### src/rtl/uart_tx_param.sv
// Parametrised UART transmitter: DATA_BITS data bits, optional odd/even parity, 1 or 2 stop bits,
// runtime baud select and a valid/ready handshake. Define UART_TX_BREAK_EN to add the sendBreak input.
module uart_tx_param #(
  parameter int DATA_BITS = 8,
  parameter int CLKS_1200 = 41667,
  parameter int CLKS_2400 = 20833,
  parameter int CLKS_4800 = 10417,
  parameter int CLKS_9600 = 5208,
  parameter int CNT_W     = 16
) (
  input  logic                 clkTx,
  input  logic                 reset,
  input  logic [DATA_BITS-1:0] dataInput,
  input  logic                 dataValid,
  output logic                 dataReady,
  input  logic [1:0]           baudRate,
  input  logic [1:0]           parity,
  input  logic                 stopBits,
`ifdef UART_TX_BREAK_EN
  input  logic                 sendBreak,
`endif
  output logic                 serialOut,
  output logic                 busy,
  output logic                 txDone
);

  localparam int IDX_W = (DATA_BITS > 1) ? $clog2(DATA_BITS) : 1;
  localparam logic [IDX_W-1:0] LAST_IDX = IDX_W'(DATA_BITS - 1);

  typedef enum logic [2:0] {IDLE, START, DATA, PARITY, STOP} state_t;

  state_t                 state;
  logic [DATA_BITS-1:0]   shiftReg;
  logic [CNT_W-1:0]       clkCount;
  logic [CNT_W-1:0]       lastCnt;
  logic [IDX_W-1:0]       bitIdx;
  logic                   parEnSh;
  logic                   parBitSh;
  logic                   stop2Sh;
  logic                   stopSecond;
  logic                   brkReq;
  logic                   bitDone;
  logic [CNT_W-1:0]       cntNext;
  logic                   accept;

  function automatic logic [CNT_W-1:0] bit_last(input logic [1:0] sel);
    case (sel)
      2'b00:   return CNT_W'(CLKS_1200 - 1);
      2'b01:   return CNT_W'(CLKS_2400 - 1);
      2'b10:   return CNT_W'(CLKS_4800 - 1);
      default: return CNT_W'(CLKS_9600 - 1);
    endcase
  endfunction

  // Odd mode makes the total ones count odd, even mode makes it even.
  function automatic logic parity_bit(input logic [DATA_BITS-1:0] d, input logic [1:0] mode);
    return (mode == 2'b01) ? ~(^d) : (^d);
  endfunction

`ifdef UART_TX_BREAK_EN
  assign brkReq = sendBreak;
`else
  assign brkReq = 1'b0;
`endif

  assign bitDone = (clkCount == lastCnt);
  assign cntNext = clkCount + 1'b1;
  // Break gates acceptance directly so a just-raised break never starts a frame.
  assign accept  = dataValid && dataReady && !brkReq;

  always_ff @(posedge clkTx) begin
    if (!reset) begin
      state      <= IDLE;
      serialOut  <= 1'b1;
      dataReady  <= 1'b1;
      busy       <= 1'b0;
      txDone     <= 1'b0;
      clkCount   <= '0;
      lastCnt    <= '0;
      bitIdx     <= '0;
      shiftReg   <= '0;
      parEnSh    <= 1'b0;
      parBitSh   <= 1'b0;
      stop2Sh    <= 1'b0;
      stopSecond <= 1'b0;
    end else begin
      txDone <= 1'b0;
      case (state)
        IDLE: begin
          clkCount   <= '0;
          bitIdx     <= '0;
          stopSecond <= 1'b0;
          if (accept) begin
            shiftReg  <= dataInput;
            lastCnt   <= bit_last(baudRate);
            parEnSh   <= (parity == 2'b01) || (parity == 2'b10);
            parBitSh  <= parity_bit(dataInput, parity);
            stop2Sh   <= stopBits;
            state     <= START;
            serialOut <= 1'b0;
            dataReady <= 1'b0;
            busy      <= 1'b1;
          end else begin
            serialOut <= !brkReq;
            dataReady <= !brkReq;
          end
        end
        START: begin
          if (bitDone) begin
            clkCount  <= '0;
            state     <= DATA;
            serialOut <= shiftReg[0];
          end else begin
            clkCount <= cntNext;
          end
        end
        DATA: begin
          if (bitDone) begin
            clkCount <= '0;
            if (bitIdx == LAST_IDX) begin
              if (parEnSh) begin
                state     <= PARITY;
                serialOut <= parBitSh;
              end else begin
                state     <= STOP;
                serialOut <= 1'b1;
                txDone    <= !stop2Sh && (lastCnt == '0);
              end
            end else begin
              bitIdx    <= bitIdx + 1'b1;
              shiftReg  <= shiftReg >> 1;
              serialOut <= shiftReg[1];
            end
          end else begin
            clkCount <= cntNext;
          end
        end
        PARITY: begin
          if (bitDone) begin
            clkCount  <= '0;
            state     <= STOP;
            serialOut <= 1'b1;
            txDone    <= !stop2Sh && (lastCnt == '0);
          end else begin
            clkCount <= cntNext;
          end
        end
        STOP: begin
          // txDone is registered, so it is raised on the edge entering the final stop cycle.
          if (bitDone) begin
            clkCount <= '0;
            if (stop2Sh && !stopSecond) begin
              stopSecond <= 1'b1;
              txDone     <= (lastCnt == '0);
            end else begin
              state     <= IDLE;
              busy      <= 1'b0;
              serialOut <= !brkReq;
              dataReady <= !brkReq;
            end
          end else begin
            clkCount <= cntNext;
            txDone   <= (!stop2Sh || stopSecond) && (cntNext == lastCnt);
          end
        end
        default: begin
          state     <= IDLE;
          serialOut <= 1'b1;
          dataReady <= 1'b1;
          busy      <= 1'b0;
        end
      endcase
    end
  end

endmodule

### config.mk
export PLATFORM = sky130hd
export DESIGN_NAME = uart_tx_param
export DESIGN_NICKNAME = d
export VERILOG_FILES = /design/src/rtl/uart_tx_param.sv
export SDC_FILE = /design/constraint.sdc
export NUM_CORES = 1
export LEC_CHECK = 0
export CAP_MARGIN = 30
export CORE_MARGIN = 2
export CORE_UTILIZATION = 52
export DETAILED_ROUTE_END_ITERATION = 16
export HOLD_SLACK_MARGIN = 0.06
export MAX_ROUTING_LAYER = met4
export PLACE_DENSITY = 0.72
export SLEW_MARGIN = 30
export SYNTH_ARGS = -nofsm -noshare
export SYNTH_HDL_FRONTEND = slang
export SYNTH_SLANG_ARGS = --single-unit
### constraint.sdc
create_clock -name clkTx -period 3.3 [get_ports clkTx]
set_input_delay 0.66 -clock clkTx [delete_from_list [all_inputs] [get_ports clkTx]]
set_output_delay 0.66 -clock clkTx [all_outputs]
set_load 0.1 [all_outputs]
== Yosys cells after proc, flatten, opt, wreduce, memory -nomap -nowiden ==
Index checks and enable logic that the tools add are counted.
Widths: inputs -> output; s select.

* Flip-flop bits (word level): 54
* Input bits: 16
* Output and inout port bits: 4
* Logic and storage cells: 106

* Add/sub/neg operators: 2
* Eq/ne operators: 20
* Mux-type cells: 44
* Bitwise operators: 2
* Reductions and logical operators: 25

{| class="wikitable"
|+ Operator list
! cell !! number
|-
| $pmux 16 s3 || 1
|-
| $eq 16x16->1 || 2
|-
| $pmux 16 s2 || 1
|-
| $mux 3 || 10
|-
| $mux 8 || 3
|-
| $mux 1 || 20
|-
| $ne 2x2->1 const B || 9
|-
| $add 16x1->16 const B || 1
|-
| $logic_not 16->1 || 1
|-
| $mux 16 || 1
|-
| $pmux 8 s2 || 1
|-
| $pmux 3 s5 || 1
|-
| $pmux 1 s3 || 3
|-
| $reduce_and 3->1 || 3
|-
| $reduce_and 4->1 || 2
|-
| $reduce_xor 8->1 || 1
|-
| $reduce_and 7->1 || 1
|-
| $eq 3x2->1 const B || 2
|-
| $eq 3x3->1 const B || 2
|-
| $pmux 3 s2 || 1
|-
| $reduce_bool 2->1 || 3
|-
| $pmux 1 s5 || 1
|-
| $reduce_and 5->1 || 1
|-
| $eq 2x1->1 const B || 2
|-
| other kinds (13) || 20
|}

== Logic depth before layout (Yosys ltp) ==
* Depth after elaboration: 6
* Depth in mapped cells: 9

== Worst setup path after synthesis ==
OpenSTA, ideal clock, no wires.

* Path kind: register -> register
* Start: reg dataReady
* End: reg shiftReg[2]
* Setup time: 86 ps
* Arrival time: 2318 ps
* Required time: 3214 ps
* Path slack: 897 ps
* Cell stages (with the launch flop): 7
* Path buffers: 1
* Clock period less this slack: 2403 ps
* Cell sequence: dfxtp_1 > nand2_1 > nor3_1 > a21o_2 > buf_2 > nor2_1 > a211oi_1

* Longest elaborated chain between the ends: 3

{| class="wikitable"
|+ RTL lines
! what !! line !! RTL
|-
| start: declaration || 15 || <nowiki>output logic dataReady,</nowiki>
|-
| start signal: assignment || 105 || <nowiki>dataReady <= !brkReq;</nowiki>
|-
| start signal: assignment || 159 || <nowiki>dataReady <= !brkReq;</nowiki>
|-
| $logic_and 1x1->1 || 69 || <nowiki>assign accept = dataValid && dataReady && !brkReq;</nowiki>
|-
| $ne 2x2->1 (no source line) || - ||
|-
| $reduce_and 4->1 (no source line) || - ||
|-
| end signal: assignment || 94 || <nowiki>shiftReg <= dataInput;</nowiki>
|-
| end signal: assignment || 131 || <nowiki>shiftReg <= shiftReg >> 1;</nowiki>
|-
| end: declaration || 33 || <nowiki>logic [DATA_BITS-1:0] shiftReg;</nowiki>
|}

No other way between the ends.
A chain may end at the register's enable or synchronous reset.

== Final worst setup path ==
* Start: reg clkCount[4]
* End: reg clkCount[15]

* Longest elaborated chain between the ends: 3

{| class="wikitable"
|+ RTL lines
! what !! line !! RTL
|-
| start: declaration || 34 || <nowiki>logic [CNT_W-1:0] clkCount;</nowiki>
|-
| start signal: assignment || 114 || <nowiki>clkCount <= cntNext;</nowiki>
|-
| start signal: assignment || 135 || <nowiki>clkCount <= cntNext;</nowiki>
|-
| start signal: assignment || 145 || <nowiki>clkCount <= cntNext;</nowiki>
|-
| $add 16x1->16 / $eq 16x16->1 (equally long branches) || 67, 66 ||
|-
| $mux 16 * || - ||
|-
| $pmux 16 s2 * || 88 || <nowiki>case (state)</nowiki>
|}

Every way passes the cells marked *; elsewhere a longest branch is shown, timed or not.

==> summary.txt <==
Status
  • Status: finished clean

Floorplan
  • Top-Level Pins: 20
  • Chip height: a little under 80 µm
  • Die width: 79.3 µm
  • Initial Utilization: 0.538
  • Die footprint: 6280 µm²
  • FP Rows: 27
  • Area of the core: 5470 µm²

Timing
  • Final setup TNS: 0 ns
  • Unrepaired setup endpoints after global routing: false
  • Worst Max-Slew Pin Slew: slightly above 0.7 ns
  • Clock Skews: 0.00722 ns
  • Fin crit period: 2.75 ns
  • Final Hold Viols: 0
  • Endpoints failing setup: 0
  • Worst slew margin: 0.522
  • Max frequency: 363 MHz
  • Final setup margin: between 0.5 and 0.6 ns
  • Final Max Slew Viols: 0
  • Final Cycle Share: 0.834

CTS
  • Post-CTS Hold Buffers: 0
  • PostCTS Resize Cnt: 0
  • CTS Root Cell: clkbuf_8
  • Worst-path clk slew: 0.09 ns
  • Worst-case clock buffer depth: 2
  • Clock latency on the worst-skew pair: 0.31 ns
  • CTS buffer count: 5
  • CTS Sinks: 48
  • CTS tree: built
  • Post-CTS setup buffers: 0
  • H-tree depth: 2

Final layout
  • Final nets: 397
  • # diodes: 0
  • Layout cells sized above 1: 0.0831
  • Filler cell count: 546
  • Utilization after layout: 0.591
  • Area grow syn2layout: 9.73%

Place
  • GP Congestion: 0.948
  • IO Port Bufs: 19
  • Setup WS pre-CTS: 0.588 ns
  • Hpwl dp: 4710 µm

Synthesis
  • Syn Nets: 392
  • Area fraction of the dominant cell type after synthesis: 0.326
  • Synthesized area per cell: ~8 µm²
  • Ys async rst share: 0
  • Post-synth EDFFs: 0
  • Seq cells post-synth: 48
  • Synth top area cells: dfxtp_1, nand2_1, nor2_1
  • Gate count after technology mapping: 367
  • Top_reg_cell synth: dfxtp_1
  • Biggest area consumer among synthesized cells: dfxtp_1
  • Yosys warning count: 0
  • Post-synth top cells: dfxtp_1, nand2_1, nor2_1
  • Post-synthesis sequential area ratio: 0.326
  • Most frequent cell after synthesis: dfxtp_1
  • Synth cell types: 59
  • Cell Area, Synth: 2950 µm²

Hold path
  • Hold_sp: parBitSh$_SDFFE_PN0P_
  • Worst Hold End: parBitSh$_SDFFE_PN0P_
  • Hold crit path type: flop to flop
  • Worst Hold Depth: 2

Worst setup path
  • CP Class: flop to flop
  • R2r endpoint: clkCount[15]$_SDFFE_PN0P_
  • Critical path required time: ~3.5 ns
  • Reg-to-Reg Start: clkCount[4]$_SDFFE_PN0P_
  • Crit Path Max Fanout: 14
  • Worst Reg2Reg Path Length in Cells: 6
  • CP Capture Type: flop
  • Arrival time at the worst endpoint: 2.96 ns
  • Crit path launch type: flop
  • R2R setup slack: 0.55 ns

Drt
  • Routed len/inst: 15.0 µm
  • 1st-pass router iterations: 4
  • Final WL: 6680 µm
  • Antenna-violating nets left: 0
  • Post-route DRC: 0
  • Vias per cell: a little under 6
  • Detailed Route Iter0 Violations: roughly 160
  • Vias: 2638

GRT
  • Grt ovf: 0
  • First-pass GRT wire length: 11500 µm
  • Initial antenna violation count: 0
  • Gr usage total: 0.237
  • Vias in the first global route: 2469
  • Largest net degree at the start of global routing: 26

Power and ir drop
  • Static leakage: 1.34 nW
  • VDD IR max: 0.319 mV
  • Power density over the cells: 439 nW/µm²

Run
  • Max_cap viols: 0
-- per-stage QoR --
stage	hold slack, ns	power (W)	cell area [µm²]	std cells
floorplan	0.432	0.000960	2950	367
global placement	0.443	0.00105	3140	437
detailed placement	0.454	0.00105	3140	437
CTS	0.466	0.00142	3230	445
global route	0.507	0.00150	3230	445
finish	0.461	0.00142	3230	445
-- routing by layer --
layer  part of all wire  vias to the layer above  GRT usage
met5                  0                        -          -
met4              0.023                        0     0.0879
met3              0.037                       13     0.0420
met2               0.48                       45      0.382
met1               0.46                     1238      0.299
li1                   -                     1342          -
-- worst max path at each step --
stage / start / to / slack, ns / depth (start not counted)
5_1_grt: clkCount[4]$_SDFFE_PN0P_ / clkCount[15]$_SDFFE_PN0P_ / 0.34 / 6
4_1_cts: clkCount[4]$_SDFFE_PN0P_ / clkCount[15]$_SDFFE_PN0P_ / 0.57 / 6
2_1_floorplan: dataReady$_SDFFE_PN1P_ / shiftReg[2]$_SDFFE_PN0P_ / 0.90 / 6
3_5_place_dp: clkCount[4]$_SDFFE_PN0P_ / clkCount[15]$_SDFFE_PN0P_ / 0.59 / 6
3_3_place_gp: clkCount[0]$_SDFFE_PN0P_ / txDone$_SDFF_PN0_ / 0.70 / 7
6_report: clkCount[4]$_SDFFE_PN0P_ / clkCount[15]$_SDFFE_PN0P_ / 0.55 / 6
-- worst max-delay path, cell delays in order, from the launching register on --
cell and delay [ns]:
dfxtp_1 0.51, xor2_1 0.15, or4_4 0.55, nor4_2 0.52, or3_1 0.52, o211ai_1 0.16
and3_1 0.23
-- flip-flops by register name, summed over array words and instances, names as in the netlist --
signal,cells
bitIdx,3
busy,1
clkCount,16
dataReady,1
lastCnt,10
parBitSh,1
parEnSh,1
serialOut,1
shiftReg,8
state,3
stop2Sh,1
stopSecond,1
txDone,1
-- cell usage in the layout, fill, tap and decap left out, types with 9 or more instances in the layout --
| master | n |
|---|---|
| o211ai_1 | 9 |
| xnor2_1 | 12 |
| nand2_1 | 42 |
| nor3_1 | 14 |
| xor2_1 | 14 |
| ha_1 | 9 |
| buf_4 | 10 |
| clkdlybuf4s50_1 | 15 |
| a211oi_1 | 10 |
| and3_1 | 10 |
| a21oi_1 | 16 |
| dfxtp_1 | 48 |
| nor2_1 | 33 |
| nand3_1 | 15 |
-- cell families (layout without fill, tap and decap cells) --
family                     count (synthesis)  in the layout  synth area share
and+or+nand+nor                          159            159             0.280
adders and majority gates                  9              9            0.0382
buffers and inverters                     33             39            0.0506
AOI/OAI and AO/OA                         83             83             0.196
muxes                                      9              9            0.0310
xor gates and xnor gates                  26             26            0.0773
DFF                                       48             48             0.326
-- final cells by class --
type                    count  area, µm²  share of cell area
multi-input cells         286       1840               0.569
flip-flops and latches     48        961               0.297
repair buffers             25        225              0.0697
well taps                  72       90.1              0.0279
clock buffers               6       82.6              0.0256
inverters                   6       22.5             0.00697
clock inverters             2       10.0             0.00310
-- power breakdown --
part / total (W) / leakage (nW) / internal, W / switching, W
registers: 0.000668 / 0.391 / 0.000621 / 0.0000467
clock network: 0.000378 / 0.0510 / 0.000168 / 0.000211
logic: 0.000372 / 0.894 / 0.000144 / 0.000228
total: 0.00142 / 1.34 / 0.000933 / 0.000485
Power figures use the tool's default switching activity.
